<file path="config.mk">
export PLATFORM = sky130hd
export DESIGN_NAME = regfile_8x16
export DESIGN_NICKNAME = d
export VERILOG_FILES = /design/src/rtl/regfile_8x16.sv
export SDC_FILE = /design/constraint.sdc
export NUM_CORES = 1
export LEC_CHECK = 0
export BUFFER_PORTS_ARGS = -buffer_cell sky130_fd_sc_hd__buf_2
export CORE_MARGIN = 3
export CORE_UTILIZATION = 66
export CTS_CLUSTER_SIZE = 20
export DETAILED_ROUTE_END_ITERATION = 7
export GPL_TIMING_DRIVEN = 0
export PLACE_DENSITY_LB_ADDON = 0.05
export SLEW_MARGIN = 20
export SYNTH_ARGS = -nofsm -noshare
export SYNTH_HDL_FRONTEND = slang
export SYNTH_SLANG_ARGS = --single-unit
export TNS_END_PERCENT = 50
</file>
<file path="constraint.sdc">
create_clock -name clk -period 5.3 [get_ports clk]
set_input_delay 0.53 -clock clk [delete_from_list [all_inputs] [get_ports clk]]
set_output_delay 0.53 -clock clk [all_outputs]
set_load 0.05 [all_outputs]
</file>
<file path="src/rtl/regfile_8x16.sv">
// ---------------------------------------------------------------------------
// regfile_8x16
//
// Purpose:
//   Eight-entry, 16-bit register file with two combinational read ports and
//   one synchronous write port. R0 is hard-wired to zero. A single-cycle
//   clr_in request starts a sequence that zeroes R1..R7, one register per
//   clock, while busy_out is high.
//
// Optional feature:
//   MYCPU_RF_BYPASS_EN - when defined, a write accepted in the current cycle
//   is forwarded combinationally to any read port addressing the same
//   (nonzero) register. When undefined, reads show the pre-write value until
//   the write edge.
//
// Ports:
//   clk         in   1   rising-edge clock
//   rst_n       in   1   asynchronous active-low reset
//   we_in       in   1   write request
//   waddr_in    in   3   write register index
//   wdata_in    in   16  write data
//   raddr0_in   in   3   read port 0 index
//   raddr1_in   in   3   read port 1 index
//   rdata0_out  out  16  read port 0 data
//   rdata1_out  out  16  read port 1 data
//   clr_in      in   1   request to zero the register file
//   busy_out    out  1   high while the clear sequence runs
//
// Write acceptance: a write takes effect at a rising edge only when
// we_in=1, the block is IDLE and clr_in=0. There is no back-pressure;
// a write that is not accepted is dropped, never queued.
// ---------------------------------------------------------------------------
module regfile_8x16 #(
    parameter int DATA_W = 16,
    parameter int NREGS  = 8,
    localparam int AW    = $clog2(NREGS)
) (
    input  logic              clk,
    input  logic              rst_n,
    input  logic              we_in,
    input  logic [AW-1:0]     waddr_in,
    input  logic [DATA_W-1:0] wdata_in,
    input  logic [AW-1:0]     raddr0_in,
    input  logic [AW-1:0]     raddr1_in,
    output logic [DATA_W-1:0] rdata0_out,
    output logic [DATA_W-1:0] rdata1_out,
    input  logic              clr_in,
    output logic              busy_out
);

    typedef enum logic {
        IDLE     = 1'b0,
        CLEARING = 1'b1
    } state_e;

    state_e            state_q, state_d;
    logic [AW-1:0]     cnt_q, cnt_d;
    logic [DATA_W-1:0] regs_q [NREGS];
    logic [DATA_W-1:0] regs_d [NREGS];
    logic              wr_accept;

    // A clear request in the same cycle wins over the write.
    assign wr_accept = we_in && (state_q == IDLE) && !clr_in && (waddr_in != '0);

    // -----------------------------------------------------------------------
    // Next-state logic
    // -----------------------------------------------------------------------
    always_comb begin
        state_d = state_q;
        cnt_d   = cnt_q;
        regs_d  = regs_q;

        case (state_q)
            IDLE: begin
                if (clr_in) begin
                    state_d = CLEARING;
                    cnt_d   = AW'(1);   // R0 is already zero; start at R1
                end else if (wr_accept) begin
                    regs_d[waddr_in] = wdata_in;
                end
            end
            CLEARING: begin
                // clr_in and we_in are ignored here: the sequence runs a
                // fixed NREGS-1 cycles and writes are dropped.
                regs_d[cnt_q] = '0;
                if (cnt_q == AW'(NREGS - 1)) begin
                    state_d = IDLE;
                    cnt_d   = '0;
                end else begin
                    cnt_d = cnt_q + AW'(1);
                end
            end
            default: begin
                state_d = IDLE;
                cnt_d   = '0;
            end
        endcase

        regs_d[0] = '0;
    end

    // -----------------------------------------------------------------------
    // State registers
    // -----------------------------------------------------------------------
    always_ff @(posedge clk or negedge rst_n) begin
        if (!rst_n) begin
            state_q <= IDLE;
            cnt_q   <= '0;
            for (int i = 0; i < NREGS; i++) begin
                regs_q[i] <= '0;
            end
        end else begin
            state_q <= state_d;
            cnt_q   <= cnt_d;
            for (int i = 0; i < NREGS; i++) begin
                regs_q[i] <= regs_d[i];
            end
        end
    end

    assign busy_out = (state_q == CLEARING);

    // -----------------------------------------------------------------------
    // Read ports
    // -----------------------------------------------------------------------
`ifdef MYCPU_RF_BYPASS_EN
    // wr_accept already excludes R0, busy cycles and clear requests, so the
    // forward path can only show data that will actually be written.
    assign rdata0_out = (wr_accept && (raddr0_in == waddr_in)) ? wdata_in : regs_q[raddr0_in];
    assign rdata1_out = (wr_accept && (raddr1_in == waddr_in)) ? wdata_in : regs_q[raddr1_in];
`else
    assign rdata0_out = regs_q[raddr0_in];
    assign rdata1_out = regs_q[raddr1_in];
`endif

endmodule

</file>
=== Word level (Yosys, flattened, before mapping) ===
Index checks and enable logic that the tools add are counted.

* Flip-flop bits (word level): 116
* Input bits: 29
* Output and inout port bits: 33
* Logic and storage cells: 55

* Add/sub/neg operators: 1
* Magnitude comparators: 6
* Equal/unequal tests: 4
* Mux-type cells: 20
* Bitwise gates (word level): 7
* Reduce and logical (&&, ||, !) cells: 8

{| class="wikitable"
|+ Operator list
! cell !! number
|-
| 112-bit 2-to-1 mux || 2
|-
| 112-bit case mux with 2 select lines || 1
|-
| 128-bit bitwise mux || 1
|-
| 112-bit AND || 1
|-
| 112-bit inverter || 1
|-
| 16-bit binary-select mux with 3-bit select || 2
|-
| 16-bit demux with 3-bit select || 2
|-
| 16-bit 2-to-1 mux || 6
|-
| 4-bit greater-or-equal comparator, second input constant || 4
|-
| 3-bit inverter with 4-bit output || 4
|-
| 4-bit by 1-bit less-than comparator with 1-bit output, second input constant || 2
|-
| 3-bit 2-to-1 mux || 2
|-
| 2-bit inequality test, second input constant || 3
|-
| 3-bit case mux with 2 select lines || 1
|-
| 1-bit logical AND || 5
|-
| 3-bit by 1-bit adder with 3-bit output, second input constant || 1
|-
| 3-bit equality test, second input constant || 1
|-
| 3-bit nonzero test || 1
|-
| 1-bit 2-to-1 mux || 2
|-
| 1-bit case mux with 2 select lines || 1
|-
| 2-bit AND reduction || 1
|-
| 1-bit zero test || 1
|-
| 1-bit inverter || 1
|}

=== Depth between registers and ports, before layout ===
Gate-level depths: netlist (run 1).

* Word-level depth: 9
* Mapped depth: 6
* Mapped depth without buffers: 4

=== Worst setup path after synthesis (run 1) ===
Ideal clock, no wire load.

* Path kind: input to output
* Start: in raddr0_in[0]
* End: out rdata0_out[10]
* Data arrival time: 2.638 ns
* Data required time: 4.770 ns
* Path slack: 2.132 ns
* Cell stages on the path: 6
* Buffers on the path: 3
* Cells stage by stage: clkbuf_1 > nor2b_1 > clkbuf_1 > clkbuf_1 > a221oi_1 > a221oi_1

* Word-level cells in the longest chain between the ends: 4

{| class="wikitable"
|+ Ends and longest elaborated chain
! item !! RTL line !! text
|-
| start, declared || 43 || <nowiki>input logic [AW-1:0] raddr0_in,</nowiki>
|-
| 3-bit inverter with 4-bit output (not written as such) || 132 || <nowiki>assign rdata0_out = regs_q[raddr0_in];</nowiki>
|-
| 16-bit binary-select mux with 3-bit select || 132 ||
|-
| 16-bit 2-to-1 mux (not written as such) (2 in series) || 132 ||
|-
| end, declared || 45 || <nowiki>output logic [DATA_W-1:0] rdata0_out,</nowiki>
|}

No other way between the ends. The select of a mux whose other input is x is not followed.

=== Worst setup path in the final report (run 1) ===
* Start: in raddr1_in[0]
* End: out rdata1_out[6]

* Word-level cells in the longest chain between the ends: 4

{| class="wikitable"
|+ Ends and longest elaborated chain
! item !! RTL line !! text
|-
| start, declared || 44 || <nowiki>input logic [AW-1:0] raddr1_in,</nowiki>
|-
| 3-bit inverter with 4-bit output (not written as such) || 133 || <nowiki>assign rdata1_out = regs_q[raddr1_in];</nowiki>
|-
| 16-bit binary-select mux with 3-bit select || 133 ||
|-
| 16-bit 2-to-1 mux (not written as such) (2 in series) || 133 ||
|-
| end, declared || 46 || <nowiki>output logic [DATA_W-1:0] rdata1_out,</nowiki>
|}

No other way between the ends. The select of a mux whose other input is x is not followed.

==> results of run 1 <==
==> path summary, 6_finish.rpt <==
| path | to | cells past startpoint | start |
|---|---|---|---|
| max | rdata1_out[6] | 7 | raddr1_in[0] |
| min | regs_q[16] | 1 | rst_n |
| max reg2reg | regs_q[42] | 5 | busy_out |
| min reg2reg | regs_q[57] | 1 | regs_q[57] |
| max in group asynchronous | regs_q[8] | 2 | rst_n |
| min in group clk | regs_q[96] | 3 | wdata_in[0] |
==> synth_stat cells <==
cell	count
o211ai_1	50
nand2_1	35
a21oi_1	4
or3_1	24
and4b_1	16
o31a_1	1
and3b_1	1
buf_2	16
clkbuf_1	66
or3b_2	1
o21a_1	1
a32oi_1	30
inv_1	16
o2bb2ai_1	16
nor2b_1	16
buf_6	1
a221oi_1	62
nand3b_1	4
dfrtp_1	116
buf_12	1
mux2_2	31
nor3_1	1
nor3b_1	1
ha_1	2
buf_1	8
and2_1	2
or2_2	2
or3b_4	1
nand2b_1	88
nor4bb_1	8
mux2i_1	81
o21ai_0	45
a22oi_1	1
nand4bb_1	1
nand3_1	51
nor2_1	6
==> power breakdown <==
| group | leakage (uW) | internal [uW] | switching, uW | total, uW |
|---|---|---|---|---|
| logic | 0.00186 | 577 | 1090 | 1670 |
| clock network | 0.000269 | 659 | 451 | 1110 |
| registers | 0.00160 | 1140 | 362 | 1500 |
==> logic make-up after synthesis <==
logic type	after synthesis	synth area share (%)
AO/OA/AOI/OAI	210	20.7
adder cells (fa/ha/maj)	2	0.326
buffers and inverters	108	5.85
flip-flops	116	37.8
multiplexers	112	15.1
AND/OR/NAND/NOR	258	20.3
==> through the flow <==
stage / setup WS [ns] / cells / total power (uW) / cell area [um2]
finish: 1.96 / 1034 / 4290 / 8740
CTS: 2.07 / 1034 / 4180 / 8740
floorplan: 2.13 / 806 / 2470 / 7680
global placement: 2.09 / 1001 / 2980 / 8140
detailed placement: 2.07 / 1002 / 3060 / 8170
global route: 1.90 / 1034 / 4410 / 8740
==> per-layer routing <==
metal | GRT usage [%] | part of all wire (%) | wire length (um)
met1 | 57.4 | 36 | 10400
met2 | 67.8 | 44 | 12800
met3 | 15.0 | 15 | 4260
met4 | 23.1 | 4.9 | 1400
met5 | 0 | 0 | 0
==> sequential cells by signal, indices dropped and copies added (netlist names) <==
name	cells
regs_q	112
cnt_q	3
busy_out	1
==> worst register-to-register path: cells and delay by family (launching register included) <==
family	cells	cell delay, ns
flops	1	0.44
simple gates	1	0.18
compound gates	1	0.13
buf+inv	3	1.67
==> cell type report <==
cell class                 count  area [um2]
tap                          140         175
timing repair buffer          56         309
buffer                        92         389
clock buffer                  18         439
clock inverter                14         131
sequential                   116        2900
fill                         768        2390
multi-input combinational    582        4330
inverter                      16        60.1
==> metrics.md, run 1 <==
| Metric | Value |
|---|---|
| Core Region | `roughly 0.011 mm2` |
| Root buf cell | `clkbuf_16` |
| Peak Freq | `between 200 and 300 MHz` |
| CP Capture Type | `primary output` |
| Status | `finished, final reports clean` |
| Clk_lat worst skew | `0.43 ns` |
| Nets | `912` |
| P per Cell Area | `490 mW/mm2` |
| # Post-CTS Setup Buffers | `0` |
| I/O pin cnt | `62` |
| Starting DRC count in detailed routing | `~1400` |
| Largest stage delay, worst path | `0.51 ns` |
| Layout cells sized above 1 | `between 10% and 20%` |
| Die Ht | `roughly 110 um` |
| Worst Tran Pin Value | `approximately 0.90 ns` |
| Leak | `~0.0037 uW` |
| Slew HR | `between 30% and 40%` |
| Fin Hold WS | `0.0473 ns` |
| Syn Inst Count | `806` |
| Total gr overflow | `0` |
| Post-DRT Antenna Nets | `0` |
| DRC | `0` |
| Worst EP required | `4.77 ns` |
| Bufs on Longest Clock Path | `2` |
| Buf+Inv Stages, Crit Path | `4` |
| HPWL after DPL | `~20 mm` |
| Initial Utilization | `just under 70%` |
| DRT Wirelength | `28.8 mm` |
| Area growth, synth to finish | `13.7%` |
| Final count of hold timing violations | `0` |
| Final period util | `a little over three fifths` |
| Row count | `38` |
| CTS Buf Count | `17` |
| Largest net degree at the start of global routing | `65` |
| Clock slew at reported path FFs | `roughly 0.060 ns` |
| Mapped Avg Cell Area | `about 9.5 um2` |
| Final core utilization | `a little under 80%` |
| Final setup vio count | `0` |
| Ant diodes | `0` |
| Largest fanout on the critical path | `10` |
| Most common cell after layout, fill and taps aside | `dfrtp_1` |
| Vias | `roughly 7700` |
| Critical-path cell list | `buf_2 > clkbuf_1 > nor2b_1 > clkbuf_1 > a221oi_1 > a221oi_1 > buf_2` |
| First-pass GRT wire length | `~44 mm` |
| VDD IR max | `slightly below 0.0005 V` |
| Sequential area share after synthesis | `between 30% and 40%` |
| CTS Hold Bufs | `0` |
| Reg-to-reg slack, setup | `between 2 and 3 ns` |
| Antenna violations before repair | `0` |
| Area share of the largest cell type after synthesis | `around 38%` |
| CP delay by family, top | `buffers and inverters` |
| RSZ-0062 raised after global routing | `no` |
| FF+latch count, synth | `116` |
| CTS tree | `yes` |
| Yosys cell types | `36` |
| Sum of negative setup slack | `0 ns` |
| Critical-path top delay cell | `clkbuf_1` |
| Setup CP Type | `in -> out` |
| Commonest cells after routing, fill and taps aside | `dfrtp_1 (116), nand2b_1 (88), mux2i_1 (81)` |
| Aggregate global-route resource usage | `between 40 and 50%` |
| Final Max Tran Viols | `0` |
| Die Wd | `around 110 um` |
| RePlAce Congestion | `1.01` |
| H-tree depth | `4` |
| Period minus WS final | `between 3 and 4 ns` |
| Vias per cell | `between 7 and 8` |
| Synth warn | `0` |
| Startpoint Class | `input pin` |
| WL/cell | `between 20 and 30 um` |
| IO buf count | `between 50 and 60` |
| Max Cap Violations | `0` |
| Hold crit path type | `in -> async` |
| Final Skew | `approximately 0.0056 ns` |
| Synth area leader | `dfrtp_1` |
| Clock Sinks | `116` |
| DIE AREA | `0.0130 mm2` |
| Number of global-route vias before repair | `about 7900` |
| DR pass1 iterations | `7` |
| Critical Path AT | `about 2.8 ns` |
| Post-CTS sizing | `0` |
| Syn_nets | `between 800 and 900` |
| Area contributors post-synth | `dfrtp_1 (38%), mux2i_1 (11%), nand2b_1 (7.2%)` |
| Mapped Area | `0.00768 mm2` |
Note: power is estimated with default switching activity, not from simulation.
==> run 2, diff against run 1 <==
- ABC_AREA: default -> 1
- CORE_UTILIZATION: 66 -> 56
- clock period: 5.3 -> 2.85 ns (I/O delays scaled with it)
==> metrics.md, run 2 <==
| Metric | Value |
|---|---|
| Status | `finished, final reports clean` |
| FF+latch count, synth | `approximately 120` |
| # Post-CTS Setup Buffers | `0` |
| Clk_lat worst skew | `approximately 0.45 ns` |
| Sequential area share after synthesis | `30.4%` |
| VDD IR max | `0.000524 V` |
| Area growth, synth to finish | `12.7%` |
| Critical-path top delay cell | `nor2_1` |
| First-pass GRT wire length | `58.2 mm` |
| Synth warn | `0` |
| Top cells by count, synth | `nand2_1 (966), nand3_1 (295), inv_1 (221)` |
| Total gr overflow | `0` |
| Layout cells sized above 1 | `8.21%` |
| Setup CP Type | `reg -> reg` |
| Slew HR | `between 10% and 20%` |
| WL/cell | `between 15 and 20 um` |
| Max Used Layer | `met4` |
| Initial Utilization | `57.4%` |
| DRT Wirelength | `between 30 and 40 mm` |
| Largest net degree at the start of global routing | `66` |
| Clock Sinks | `between 100 and 150` |
| Final Power | `9850 uW` |
| Number of global-route vias before repair | `about 10000` |
| Final count of hold timing violations | `0` |
| RSZ-0062 raised after global routing | `no` |
| Core Region | `approximately 0.017 mm2` |
| P per Cell Area | `914 mW/mm2` |
| CP delay by family, top | `simple AND/OR/NAND/NOR gates` |
| Area share of the largest cell type after synthesis | `a little under two fifths` |
| Row count | `47` |
| Aggregate global-route resource usage | `between 40% and 50%` |
| DR pass1 iterations | `6` |
| Area contributors post-synth | `nand2_1 (38%), dfrtp_1 (30%), nand3_1 (15%)` |
| HPWL after DPL | `26.9 mm` |
| Worst Tran Pin Value | `about 1.2 ns` |
| Antenna violations before repair | `0` |
| Final Skew | `0.0107 ns` |
| Starting DRC count in detailed routing | `roughly 1400` |
| Syn_nets | `around 1800` |
| Mapped Area | `between 0.009 and 0.01 mm2` |
| Mapped Avg Cell Area | `~5.5 um2` |
| Clock slew at reported path FFs | `roughly 0.070 ns` |
| Vias per cell | `roughly 5.6` |
| Root buf cell | `clkbuf_16` |
| Final period util | `~85%` |
| Syn Inst Count | `1749` |
| Most common cell after layout, fill and taps aside | `nand2_1` |
| Cells after DPL | `roughly 2000` |
| H-tree depth | `4` |
| DIE AREA | `0.0187 mm2` |
| Leak | `~0.007 uW` |
| Max Cap Violations | `0` |
| Hold crit path type | `in -> reg` |
| CTS Hold Bufs | `1` |
| DR WL met3 | `4.38 mm` |
| Commonest cells after routing, fill and taps aside | `nand2_1 (966), nand3_1 (295), inv_1 (221)` |
| Largest fanout on the critical path | `11` |
| Buf+Inv Stages, Crit Path | `2` |
| Final setup vio count | `0` |
| M1 WL | `~14 mm` |
| I/O pin cnt | `62` |
| Yosys cell types | `17` |
| CTS Buf Count | `17` |
| Peak Freq | `between 400 and 500 MHz` |
| Period minus WS final | `roughly 2.4 ns` |
| Nets | `between 1500 and 2000` |
| CTS tree | `yes` |
| Post-CTS sizing | `0` |
| CP dominant cell by count | `nand2_1` |
| Number of flops mapped to enable cells by yosys | `0` |
| Post-DRT Antenna Nets | `0` |
| Non-Filler Instances | `2061` |
| Fillers | `around 1600` |
| Largest reg by FF count | `regs_q` |
| Routed length on met2 | `16.2 mm` |
| Die Wd | `137 um` |
| Worst EP required | `~3.2 ns` |
| Die Ht | `approximately 140 um` |
| Startpoint Class | `flop` |
| IO buf count | `57` |
| Most frequent cell after synthesis | `nand2_1` |
| RePlAce Congestion | `1.03` |
| Synth area leader | `nand2_1` |
| Largest stage delay, worst path | `1.05 ns` |
| DRC | `0` |
| Number of flip-flops in the largest register | `approximately 110` |
| Bufs on Longest Clock Path | `2` |
| Final Max Tran Viols | `0` |
| Vias | `roughly 12000` |
| Top_reg_cell synth | `dfrtp_1` |
| CP Capture Type | `flop` |
| Async SR Flop Fraction | `between 90% and 100%` |
| Critical Path AT | `between 2 and 3 ns` |
| Critical-path cell list | `buf_2 > clkbuf_1 > nor2_1 > nand3_1 > nand2_1 > nand2_1 > nand2_1` |
==> run 2: cell count changes after synthesis, sizes merged, moves of 22 or more <==
cell    delta
or3       -24
mux2      -31
a221oi    -62
mux2i     -81
inv      +208
o211ai    -50
o21ai     -43
nor2      +22
buf       +24
nand3    +251
nand2b    -88
nand2    +936
a32oi     -30
==> run 2: worst paths after layout <==
kind | to | cells past startpoint | startpoint | slack [ns]
setup / recovery | regs_q[107] | 7 | busy_out | 0.42
hold / removal | busy_out | 3 | clr_in | 0.16
setup reg to reg | regs_q[107] | 7 | busy_out | 0.42
hold reg to reg | regs_q[79] | 2 | regs_q[79] | 0.53
max in group asynchronous | regs_q[100] | 3 | rst_n | 1.74
min in group asynchronous | regs_q[14] | 2 | rst_n | 0.37
==> run 2: cells by family after synthesis <==
family                   count (synthesis)  share of synthesized area [%]
adder cells (fa/ha/maj)                  2                          0.262
flip-flops                             116                           30.4
AND/OR/NAND/NOR                       1301                           55.8
buffers and inverters                  326                           13.4
AO/OA/AOI/OAI                            4                          0.209
==> run 2: worst register-to-register path: stages, from the launching register on <==
cell      delay [ns]
dfrtp_1         0.37
buf_2           0.17
clkbuf_1        0.37
nor2_1          1.06
nand3_1         0.17
nand2_1         0.11
nand2_1         0.05
nand2_1         0.07
==> run 2: cell type report <==
cell class	count	area (um2)	share of cell area, %
Tap cell	220	275	2.55
Clock buffer	18	439	4.07
Timing Repair Buffer	59	329	3.05
Antenna cell	1	2.50	0.0232
Sequential cell	116	2900	26.9
Buffer	102	437	4.05
Multi-Input combinational cell	1307	5400	50.1
Clock inverter	14	150	1.39
Inverter	224	841	7.80
==> run 2: stage by stage <==
step / hold WS [ns] / util [%] / instance area [um2] / setup WS (ns) / TNS, ns
3_5_place_dp: 0.284 / 61.1 / 10200 / 0.570 / 0
3_3_place_gp: 0.518 / 60.8 / 10100 / -0.147 / -15.42
6_report: 0.162 / 64.8 / 10800 / 0.415 / 0
5_1_grt: 0.225 / 64.7 / 10800 / 0.402 / 0
4_1_cts: 0.165 / 64.7 / 10800 / 0.556 / 0
2_1_floorplan: -0.0106 / - / 9560 / 1.13 / 0
==> run 2: layer usage <==
layer  GRT usage (%)  vias to the layer above
li1                -                     5421
met1            53.1                     5242
met5               0                        -
met2            60.3                      741
met4            29.9                        0
met3            10.6                      157
==> run 2: where the power goes <==
| part | total (uW) | internal [uW] | switching [uW] |
|---|---|---|---|
| logic | 4910 | 1250 | 3670 |
| clock network | 2250 | 1320 | 931 |
| registers | 2690 | 2190 | 500 |
| total | 9850 | 4750 | 5100 |
==> run 3, diff against run 2 <==
- REMOVE_ABC_BUFFERS: default -> 1
==> metrics.md, run 3 (synthesized netlist as in run 2, its figures left out) <==
| Metric | Value |
|---|---|
| Status | `finished, final reports clean` |
| Die Ht | `137 um` |
| CTS Buf Count | `17` |
| Row count | `between 40 and 50` |
| DRT Wirelength | `~34 mm` |
| Final Max Tran Viols | `0` |
| Worst Tran Pin Value | `between 1 and 1.5 ns` |
| Final setup vio count | `0` |
| Bufs on Longest Clock Path | `2` |
| HPWL after DPL | `20.9 mm` |
| Largest net degree at the start of global routing | `a little over 90` |
| CP delay by family, top | `buffers and inverters` |
| Die Wd | `around 140 um` |
| RePlAce Congestion | `around 0.91` |
| Buf+Inv Stages, Crit Path | `3` |
| Largest fanout on the critical path | `34` |
| Max Cap Violations | `0` |
| VDD IR max | `~0.00096 V` |
| Area growth, synth to finish | `9.67%` |
| H-tree depth | `4` |
| Final Skew | `0.00618 ns` |
| Hold crit path type | `in -> reg` |
| CP dominant cell by count | `nand2_1` |
| RSZ-0062 raised after global routing | `no` |
| CP Capture Type | `primary output` |
| Antenna violations before repair | `0` |
| Final Power | `slightly above 9000 uW` |
| Aggregate global-route resource usage | `between 30% and 40%` |
| First-pass GRT wire length | `approximately 54 mm` |
| Core Region | `roughly 0.017 mm2` |
| Largest reg by FF count | `regs_q` |
| Leak | `between 0.006 and 0.007 uW` |
| DR pass1 iterations | `6` |
| Critical-path top delay cell | `buf_2` |
| I/O pin cnt | `62` |
| Total gr overflow | `0` |
| Worst EP required | `2.57 ns` |
| Setup CP Type | `in -> out` |
| Peak Freq | `between 300 and 400 MHz` |
| Startpoint Class | `input pin` |
| Post-DRT Antenna Nets | `0` |
| Clk_lat worst skew | `0.43 ns` |
| Layout cells sized above 1 | `slightly above 7%` |
| Starting DRC count in detailed routing | `1656` |
| Period minus WS final | `between 2 and 3 ns` |
| Final period util | `a little over nine tenths` |
| Final core utilization | `between 60% and 70%` |
| Vias | `between 10000 and 15000` |
| Vias per cell | `5.61` |
| Fin Hold WS | `roughly 0.17 ns` |
| Ant diodes | `0` |
| Number of flip-flops in the largest register | `112` |
| Initial Utilization | `a little under three fifths` |
| Clock slew at reported path FFs | `~0.06 ns` |
| Most common cell after layout, fill and taps aside | `nand2_1` |
| Clock Sinks | `between 100 and 150` |
| Critical-path cell list | `buf_2 > inv_1 > nand3_1 > nand2_1 > nand2_1 > nand2_1 > buf_2` |
| Number of global-route vias before repair | `9986` |
| P per Cell Area | `between 800 and 900 mW/mm2` |
| Final count of hold timing violations | `0` |
| WL/cell | `between 15 and 20 um` |
| Commonest cells after routing, fill and taps aside | `nand2_1 (966), nand3_1 (295), inv_1 (218)` |
| DIE AREA | `0.0187 mm2` |
| IO buf count | `61` |
| Nets | `1765` |
| Critical Path AT | `2.46 ns` |
| Slew HR | `between 20 and 30%` |
| Largest stage delay, worst path | `between 0.6 and 0.7 ns` |
| CTS tree | `yes` |
| DRC | `0` |
| Root buf cell | `clkbuf_16` |
[run 3: cell count changes in the layout (fill, tap and decap cells not counted), sizes merged]
cell and delta:
inv -4, clkbuf -48, diode -1, clkinv -1
buf -41
[run 3: routing by layer]
| layer | global-route usage [%] | up-vias | part of all wire, % |
|---|---|---|---|
| li1 | - | 5229 | - |
| met1 | 50.3 | 5012 | 40 |
| met2 | 57.5 | 702 | 46 |
| met3 | 9.23 | 82 | 12 |
| met4 | 12.3 | 0 | 2.5 |
| met5 | 0 | - | 0 |
[run 3: path summary, 6_finish.rpt]
| path | from | to | slack [ns] | cells after the start |
|---|---|---|---|---|
| min in group asynchronous | rst_n | regs_q[40] | 0.33 | 2 |
| hold reg to reg | regs_q[83] | regs_q[83] | 0.54 | 2 |
| setup reg to reg | busy_out | regs_q[102] | 0.24 | 6 |
| hold / removal | clr_in | busy_out | 0.17 | 3 |
| setup / recovery | raddr1_in[1] | rdata1_out[6] | 0.11 | 7 |
| max in group asynchronous | rst_n | busy_out | 1.79 | 3 |
[run 3: timing repair]
item                       4_1_cts  5_1_grt
setup endpoints to repair       32       32
setup buffers                    0        0
pin swaps                        0        0
resized for setup                2        2
hold endpoints to repair        34        0
hold buffers                     1        0
[run 3: area by class of cell]
cell class	count	area, um2
clock buffer	22	484
clock inverter	9	103
fill	1632	6160
inverter	224	846
multi-input combinational	1307	5400
sequential	116	2910
tap	220	275
timing repair buffer	68	473
[run 3: per-stage QoR]
| stage | setup WS, ns | instances | TNS [ns] | instance area (um2) |
|---|---|---|---|---|
| 6_report | 0.106 | 1966 | 0 | 10500 |
| 5_1_grt | 0.0953 | 1966 | 0 | 10500 |
| 4_1_cts | 0.0338 | 1966 | 0 | 10500 |
| 3_5_place_dp | -0.394 | 1934 | -13.58 | 9870 |
| 3_3_place_gp | -6.99 | 1928 | -838.11 | 9700 |
| 2_1_floorplan | -3.16 | 1647 | -345.19 | 9120 |
[run 3: tightest hold or removal path: stages]
cell	delay, ns
buf_2	0.09
nor2_1	0.06
a21oi_1	0.10
[run 3: where the power goes]
| part | internal (uW) | switching (uW) |
|---|---|---|
| registers | 2190 | 555 |
| logic | 1170 | 3250 |
| clock network | 1370 | 830 |
